[config.mk]
export PLATFORM = sky130hd
export DESIGN_NAME = multi_clock_divider
export DESIGN_NICKNAME = d
export VERILOG_FILES = /design/src/rtl/multi_clock_divider.sv
export SDC_FILE = /design/constraint.sdc
export NUM_CORES = 1
export LEC_CHECK = 0
export CAP_MARGIN = 20
export CORE_UTILIZATION = 45
export CTS_BUF_LIST = sky130_fd_sc_hd__clkbuf_8
export DETAILED_ROUTE_END_ITERATION = 12
export HOLD_SLACK_MARGIN = 0.05
export REMOVE_ABC_BUFFERS = 1
export SLEW_MARGIN = 30
export SYNTH_ARGS = -nofsm -noshare
export SYNTH_HDL_FRONTEND = slang
export SYNTH_SLANG_ARGS = --single-unit
[constraint.sdc]
create_clock -name clock_in -period 9.95 [get_ports clock_in]
set_input_delay 1.99 -clock clock_in [delete_from_list [all_inputs] [get_ports clock_in]]
set_output_delay 1.99 -clock clock_in [all_outputs]
set_load 0.01 [all_outputs]
[src/rtl/multi_clock_divider.sv]
// ---------------------------------------------------------------------------
// multi_clock_divider
//
// Produces NUM_CH independent square waves from one system clock. Each
// channel has a runtime-programmable half-period, a run enable, and a
// shadow register. New half-periods are only applied at a half-period
// boundary or while the channel is parked, so an output pulse is never cut
// short. A global sync pulse realigns every running channel to count 0 with
// the output low.
//
// Ports
//   clock_in    in   1        system clock, all logic on posedge
//   reset       in   1        asynchronous, active-low reset
//   enable      in   NUM_CH   per-channel run enable
//   sync        in   1        single-cycle realign pulse
//   load_valid  in   1        request to load a new half-period
//   load_ch     in   CH_W     target channel of the load
//   load_value  in   CNT_W    new half-period in clock_in cycles
//   load_ready  out  1        load accepted this cycle if load_valid is high
//   clock_out   out  NUM_CH   divided square-wave outputs
//   tick        out  NUM_CH   one-cycle pulse in the cycle clock_out toggles
//   pending     out  NUM_CH   shadow value waiting to be applied
// ---------------------------------------------------------------------------
module multi_clock_divider #(
    parameter int          NUM_CH      = 4,
    parameter int          CNT_W       = 32,
    parameter logic [31:0] DEFAULT_END = 32'd25_000_000,
    localparam int         CH_W        = (NUM_CH > 1) ? $clog2(NUM_CH) : 1
) (
    input  logic              clock_in,
    input  logic              reset,
    input  logic [NUM_CH-1:0] enable,
    input  logic              sync,
    input  logic              load_valid,
    input  logic [CH_W-1:0]   load_ch,
    input  logic [CNT_W-1:0]  load_value,
    output logic              load_ready,
    output logic [NUM_CH-1:0] clock_out,
    output logic [NUM_CH-1:0] tick,
    output logic [NUM_CH-1:0] pending
);

    localparam logic [CNT_W-1:0] DEF_HP = CNT_W'(DEFAULT_END);

    // Load handshake: a transfer happens on a clock edge where load_valid and
    // load_ready are both high. load_ready depends only on the addressed
    // channel's pending flag, never on load_valid, and is low for channel
    // numbers that do not exist. While a shadow is pending the channel refuses
    // further loads, so accept and apply can never hit the same channel in
    // the same cycle.
    always_comb begin
        load_ready = 1'b0;
        for (int i = 0; i < NUM_CH; i++) begin
            if (load_ch == CH_W'(i)) begin
                load_ready = ~pending[i];
            end
        end
    end

    for (genvar g = 0; g < NUM_CH; g++) begin : g_ch
        logic [CNT_W-1:0] count_q;
        logic [CNT_W-1:0] hp_q;
        logic [CNT_W-1:0] shadow_q;
        logic [CNT_W-1:0] last_cnt;
        logic             out_q;
        logic             tick_q;
        logic             pend_q;
        logic             running;
        logic             terminal;
        logic             accept;

        // A half-period of 0 behaves as 1; clamping here avoids hp-1 wrapping.
        assign last_cnt = (hp_q == '0) ? '0 : hp_q - CNT_W'(1);
        assign terminal = (count_q >= last_cnt);
        // A channel whose enable dropped while high keeps running until it
        // has finished that high half and toggled low.
        assign running  = enable[g] | out_q;
        assign accept   = load_valid & load_ready & (load_ch == CH_W'(g));

        always_ff @(posedge clock_in or negedge reset) begin
            if (!reset) begin
                count_q  <= '0;
                hp_q     <= DEF_HP;
                shadow_q <= '0;
                out_q    <= 1'b0;
                tick_q   <= 1'b0;
                pend_q   <= 1'b0;
            end else begin
                tick_q <= 1'b0;

                if (accept) begin
                    shadow_q <= load_value;
                    pend_q   <= 1'b1;
                end

                if (running && sync) begin
                    // Realign: restart low with no tick, take any new period.
                    count_q <= '0;
                    out_q   <= 1'b0;
                    if (pend_q) begin
                        hp_q   <= shadow_q;
                        pend_q <= 1'b0;
                    end
                end else if (running) begin
                    if (terminal) begin
                        count_q <= '0;
                        out_q   <= ~out_q;
                        tick_q  <= 1'b1;
                        if (pend_q) begin
                            hp_q   <= shadow_q;
                            pend_q <= 1'b0;
                        end
                    end else begin
                        count_q <= count_q + CNT_W'(1);
                    end
                end else begin
                    // Parked low: nothing in flight, so a shadow applies now.
                    count_q <= '0;
                    if (pend_q) begin
                        hp_q   <= shadow_q;
                        pend_q <= 1'b0;
                    end
                end
            end
        end

        assign clock_out[g] = out_q;
        assign tick[g]      = tick_q;
        assign pending[g]   = pend_q;
    end

endmodule

==> results by group, run 1 <==
Yosys
  – Mapped Area: 21800 µm²
  – Synth Area per Inst: 10.6 µm²
  – #FFs+latches synth: approximately 400
  – Sequential share of the synthesized area: 0.458
  – FFs w/ async S/R, synth: 1.00
  – XOR/XNOR Fraction of Synth Area: 0.0857
  – Yosys warnings: 0
  – Synth top area share: 0.400
  – Adder-cell share of the synthesized area: 0.0804
  – Leading area contributor after synthesis: dfrtp_1
  – Post-synth EDFFs: 0
  – Most used DFF post-synth: dfrtp_1
  – Synth area leaders: dfrtp_1, mux2_2, ha_1
  – Post-synthesis mux area share: 0.136
  – Main combinational cell family by area after synthesis: simple AND/OR/NAND/NOR gates
  – Simple-gate area share of the yosys netlist: 0.175
  – Synth cell types: 56
  – Cells after Synth: 2052
  – Synth Area in Compound Gates: 0.0407

STA
  – Post-Route Setup TNS: 0 ps
  – Max_slew headroom: 0.442
  – Final Hold Viols: 0
  – RSZ-0062 raised after global routing: false
  – Finish-stage setup viols: 0
  – Skew final: 25.2 ps
  – Max Clock Freq: between 150 and 200 MHz
  – Tightest Pin Transition: 829 ps
  – Fin crit share: 0.584
  – Tmin final: 5810 ps
  – Slew Limit Fails: 0

Floorplan
  – Core area: 47700 µm²
  – Die Ht: 222 µm
  – Starting Density: 0.456
  – # IOs: 55
  – FP Rows: 80
  – Die X: 222 µm
  – Die area: around 49000 µm²

Finish
  – Area grow syn2layout: 12.3%
  – Final non-filler cell total: approximately 2800
  – Nets: 2303
  – Layout cells sized above 1: 0.211
  – Final core occ: 0.512

Clocking
  – Worst-skew pair later-pin latency: 640 ps
  – Post-CTS setup buffer count: 0
  – Clock tree sinks: approximately 400
  – Clk pin slew, worst setup/hold paths: roughly 60 ps
  – Root buf cell: clkbuf_8
  – TritonCTS clock tree: done
  – Post_cts resized: 0
  – Clk buf depth: 3
  – H-tree Lvls: 3
  – CTS buffer count: between 60 and 70
  – Cts-stage hold buffer count: 0

Global routing
  – Largest net degree at the start of global routing: 169
  – Overflow after GRT: 0
  – All-Layer GR Usage: 0.207
  – Global-route wire length before repair: approximately 81 mm
  – Vias in the first global route: 15600
  – Initial antenna violation count: 9

Power and ir drop
  – Peak VDD IR: 0.117 mV
  – Cell Pwr Density: 212 nW/µm²
  – Leakage: about 11 nW
  – Total Power: between 5 and 6 mW

Place
  – HPWL Detailed: around 35 mm
  – Placed Instances: 2663
  – Routability congestion estimate: 0.835
  – I/O Buffers: between 50 and 60

Critical path
  – Setup Crit Path Kind: in2out
  – CP most frequent cell: clkdlybuf4s50_1
  – CP Launch Type: primary input
  – Crit-path max FO: 5
  – Critical-path cell list: clkdlybuf4s50_1 > mux4_2 > inv_1 > clkdlybuf4s50_1
  – CP max-delay cell: mux4_2
  – CP Data Required Time: 7960 ps
  – CP arrival: roughly 3800 ps
  – Crit. End Element: output port
  – CP max stage delay: 620 ps

Run
  – Max-Cap Viols: 0

Routing
  – WL/cell: 17.7 µm
  – First DRT Iteration DRCs: 829
  – Residual DRC: 0
  – ANT nets after route: 0
  – DRT Pass-1 Iters: 5
  – Post-Route WL: 49.6 mm
  – Total number of vias: 15200
  – DR vias/cell: 5.45

Run status
  – Status: finished, final reports clean

Hold path
  – Hold Crit Class: reg2reg
[worst max-delay path, delay by kind of cell]
family,cells,cell delay (ps)
muxes,1,620
buffers and inverters,3,1210
[per-layer routing]
layer	part of all wire	vias to the layer above	track usage	routed length, µm
li1	-	7337	-	-
met5	0.00075	-	0	37
met1	0.47	7567	0.276	23100
met2	0.47	228	0.344	23400
met4	0.020	6	0.0531	969
met3	0.041	88	0.0413	2040
[logic make-up after synthesis]
family                   Yosys count
multiplexers                     263
adder cells (fa/ha/maj)          140
AO/OA/AOI/OAI                    141
XOR/XNOR                         213
buffers and inverters            114
AND/OR/NAND/NOR                  785
flip-flops                       396
[path summary, 6_finish.rpt]
| path | from | to | slack (ps) | depth (start not counted) |
|---|---|---|---|---|
| max | load_ch[0] | load_ready | 4140 | 4 |
| min | g_ch[1].count_q[0]$_DFF_PN0_ | g_ch[1].count_q[0]$_DFF_PN0_ | 480 | 1 |
| max reg2reg | g_ch[1].hp_q[10]$_DFFE_PN0P_ | g_ch[1].hp_q[26]$_DFFE_PN0P_ | 4730 | 13 |
| min reg2reg | g_ch[1].count_q[0]$_DFF_PN0_ | g_ch[1].count_q[0]$_DFF_PN0_ | 480 | 1 |
| max in group asynchronous | reset | g_ch[3].shadow_q[13]$_DFFE_PN0P_ | 7230 | 3 |
| min in group asynchronous | reset | g_ch[2].count_q[26]$_DFF_PN0_ | 1370 | 1 |
[where the power goes]
part	internal (mW)	leakage (nW)	switching, mW
clock	0.853	0.833	0.686
sequential	2.02	4.94	0.363
combinational	0.664	4.80	0.602
[cells in the mapped netlist (8+ instances only)]
| cell | count |
|---|---|
| xor2_1 | 120 |
| nand4_1 | 45 |
| or4_1 | 14 |
| xnor2_1 | 93 |
| nor4_1 | 23 |
| nor3_1 | 78 |
| clkbuf_1 | 47 |
| buf_4 | 12 |
| a21oi_1 | 51 |
| o21ai_0 | 31 |
| inv_1 | 39 |
| nor2b_1 | 9 |
| nand2_1 | 204 |
| or3_1 | 27 |
| a211oi_1 | 12 |
| and3_1 | 19 |
| buf_2 | 12 |
| nor2_1 | 223 |
| and2_1 | 8 |
| dfstp_2 | 48 |
| ha_1 | 140 |
| nand3_1 | 63 |
| nand2b_1 | 22 |
| dfrtp_1 | 348 |
| and4_1 | 15 |
| mux2_2 | 257 |
[sequential cells by signal, summed over array words and instances (netlist names)]
name / cells
g_ch.count_q: 128
g_ch.hp_q: 128
g_ch.shadow_q: 128
g_ch.out_q: 4
g_ch.tick_q: 4
g_ch.pend_q: 4
[layout by cell type (no fill, tap or decap), types with 5 or more instances in the layout]
master	count
or4_1	14
ha_1	140
xor2_1	120
mux2i_1	5
clkdlybuf4s50_1	53
a21oi_1	51
and3_1	19
nand2b_1	22
o21a_1	6
nor3_1	77
nand3_1	63
nor3b_1	5
dfrtp_1	348
nand2_1	204
buf_4	14
clkinv_2	5
and4_1	15
nand4_1	45
clkbuf_8	92
nor2b_1	9
o21bai_1	7
inv_1	64
a211oi_1	12
or3_1	23
nor4_1	23
o21ai_0	31
mux2_2	257
nor2_1	223
dfstp_2	48
xnor2_1	93
and2_1	8
[stage by stage]
| step | hold WS [ps] | setup slack, ps | area, µm² |
|---|---|---|---|
| floorplan | 446 | 3270 | 21400 |
| global placement | 470 | 4130 | 22900 |
| detailed placement | 474 | 4130 | 22900 |
| CTS | 483 | 4130 | 24400 |
| global route | 496 | 4080 | 24400 |
| finish | 479 | 4140 | 24500 |
[final cells by class]
class,instances,area (µm²)
flip-flops and latches,396,9970
inverters,39,146
multi-input cells,1542,11400
clock buffers,92,1270
well taps,615,769
repair buffers,73,732
fillers,4385,23300
clock inverters,36,188
diodes,3,7.51
Power figures use the tool's default switching activity.
==> inputs of run 2 (changes only) <==
clock period = 5.04 ns   (was 9.95 ns; I/O delays follow)
==> run 2 against run 1 <==
  * First-iteration DRC count up 2.8%
  * Register-to-register slack worse by 4500 ps
  * Total power up 98%
  * Die area stayed put
  * Worst hold slack got worse by 170 ps
  * Via count increased by 0.57%
  * Utilization up 0.41 points
  * Clock skew fell by 11 ps
  * Setup slack got worse by 3900 ps
  * Highest routed layer is now met4
==> results by group, run 2 (same netlist as run 1, synthesis figures left out) <==
Routing
  – WL/cell: 18.0 µm (+1.4%)
  – DRT Pass-1 Iters: 5 (unchanged)
  – First DRT Iteration DRCs: 852 (+2.8%)
  – ANT nets after route: 0 (unchanged)
  – Post-Route WL: 50.5 mm (+1.8%)
  – Residual DRC: 0 (unchanged)
  – DR vias/cell: 5.45 (+0.11%)
  – Total number of vias: 15300 (+0.57%)

Clocking
  – H-tree Lvls: 3 (unchanged)
  – Root buf cell: clkbuf_8
  – Worst-skew pair later-pin latency: 630 ps (about the same)
  – TritonCTS clock tree: done
  – Post_cts resized: 0 (unchanged)
  – Clock tree sinks: 396 (unchanged)
  – Clk pin slew, worst setup/hold paths: 60 ps (about the same)
  – Post-CTS setup buffer count: 0 (unchanged)
  – CTS buffer count: 69 (unchanged)
  – Clk buf depth: 3 (unchanged)
  – Cts-stage hold buffer count: 0 (unchanged)

Global routing
  – Vias in the first global route: 15700 (+0.71%)
  – Largest net degree at the start of global routing: 115 (-32%)
  – Global-route wire length before repair: 82.0 mm (+1.1%)
  – Initial antenna violation count: 10 (+1)
  – Overflow after GRT: 0 (unchanged)
  – All-Layer GR Usage: 0.211 (+0.00387)

Critical path
  – Setup Crit Path Kind: reg2reg
  – Crit-path max FO: 32 (+27)
  – CP arrival: 5280 ps (+1460 ps)
  – CP Data Required Time: 5550 ps (-2410 ps)
  – Crit. End Element: flip-flop
  – Reg2reg start: g_ch[0].hp_q[21]$_DFFE_PN1P_
  – Crit. Startpoint: g_ch[0].hp_q[21]$_DFFE_PN1P_
  – CP Launch Type: flip-flop

Power and ir drop
  – Cell Pwr Density: 416 nW/µm² (+96%)
  – Peak VDD IR: 0.224 mV (+92%)
  – Leakage: 10.7 nW (+1.1%)

Finish
  – Nets: 2320 (+0.74%)
  – Area grow syn2layout: 13.2%
  – Final non-filler cell total: 2809 (+0.46%)
  – Commonest non-fill, non-tap cell in the layout: dfrtp_1
  – Largest regs: g_ch.count_q: 128 flops, g_ch.hp_q: 128 flops, g_ch.shadow_q: 128 flops
  – Most frequent cells in the layout: dfrtp_1, mux2_2, nor2_1
  – Layout cells sized above 1: 0.216 (+0.00514)

Floorplan
  – Core area: 47700 µm² (unchanged)
  – # IOs: 55 (unchanged)
  – Die X: 222 µm (unchanged)
  – Die Ht: 222 µm (unchanged)
  – Die area: 49300 µm² (unchanged)
  – FP Rows: 80 (unchanged)
  – Starting Density: 0.456 (unchanged)

STA
  – Max Clock Freq: between 200 and 250 MHz
  – RSZ-0062 raised after global routing: false
  – Post-Route Setup TNS: 0 ps (unchanged)
  – Fin crit share: 0.947
  – Tmin final: 4770 ps
  – Slew Limit Fails: 0 (unchanged)
  – Final Hold Viols: 0 (unchanged)
  – Tightest Pin Transition: 744 ps (-84.3 ps)
  – Max_slew headroom: 0.500 (+0.0575)
  – Skew final: 14.0 ps (-11.1 ps)
  – Post-route setup slack: 266 ps (-3870 ps)
  – Finish-stage setup viols: 0 (unchanged)

Place
  – Pre-CTS WS: 192 ps (-3940 ps)
  – Placed Instances: 2681 (+0.68%)
  – Routability congestion estimate: 0.835 (about the same)
  – I/O Buffers: 54 (unchanged)
  – HPWL Detailed: 36.0 mm (+2.2%)

Run status
  – Status: finished, final reports clean

Run
  – Max-Cap Viols: 0 (unchanged)

Hold path
  – Hold Crit Class: in2async
run 2: cell types whose count changed in the layout (fill, tap and decap cells not counted), sizes merged:
cell      before  now
inv           65   61
clkbuf        92   95
buf           20   37
bufinv         1    0
clkinvlp       4    1
clkinv         5    6
run 2: path summary, 6_finish.rpt:
check / to / slack [ps] / depth (start not counted)
worst max-delay path: g_ch[0].hp_q[8]$_DFFE_PN0P_ / 270 / 14
worst min-delay path: g_ch[2].count_q[24]$_DFF_PN0_ / 310 / 1
worst max register to register: g_ch[0].hp_q[8]$_DFFE_PN0P_ / 270 / 14
worst min register to register: g_ch[1].count_q[0]$_DFF_PN0_ / 480 / 1
max in group asynchronous: g_ch[1].hp_q[24]$_DFFE_PN1P_ / 3690 / 3
min in group clock_in: g_ch[1].count_q[0]$_DFF_PN0_ / 480 / 1
run 2: metal layers:
metal  GRT usage  wire length (µm)  part of all wire
met1       0.281             22900              0.45
met2       0.348             23700              0.47
met3      0.0364              2530             0.050
met4      0.0706              1370             0.027
met5           0                 0                 0
run 2: final cells by class:
type | count | area, µm²
clock buffer | 95 | 1310
antenna | 3 | 7.51
multi-input combinational | 1542 | 11400
sequential | 396 | 9970
inverter | 39 | 146
fill | 4206 | 23100
tap | 615 | 769
clock inverter | 29 | 120
timing repair buffer | 90 | 940
run 2: power by group:
part | internal [mW] | total [mW] | switching, mW
combinational | 1.34 | 2.55 | 1.21
clock | 1.67 | 3.00 | 1.33
sequential | 3.99 | 4.71 | 0.721
total | 6.99 | 10.3 | 3.26
run 2: worst max-delay path, cell delays in order, from the launching register on:
cell and delay, ps:
dfstp_2 390, or4_4 550, or4_4 430, or4_4 470
or3_1 530, buf_4 260, nand2_1 70, ha_1 240
a21oi_1 150, o21ai_0 120, a32oi_1 250, a31oi_2 250
o31ai_4 310, buf_12 240, mux2_2 360
run 2: metrics by stage:
| step | utilization | hold slack [ps] | area (µm²) | total power, mW |
|---|---|---|---|---|
| floorplan | - | 446 | 21400 | 6.48 |
| global placement | 0.485 | 472 | 23200 | 7.20 |
| detailed placement | 0.485 | 471 | 23200 | 7.34 |
| CTS | 0.515 | 478 | 24600 | 10.4 |
| global route | 0.516 | 310 | 24600 | 11.0 |
| finish | 0.516 | 309 | 24600 | 10.3 |
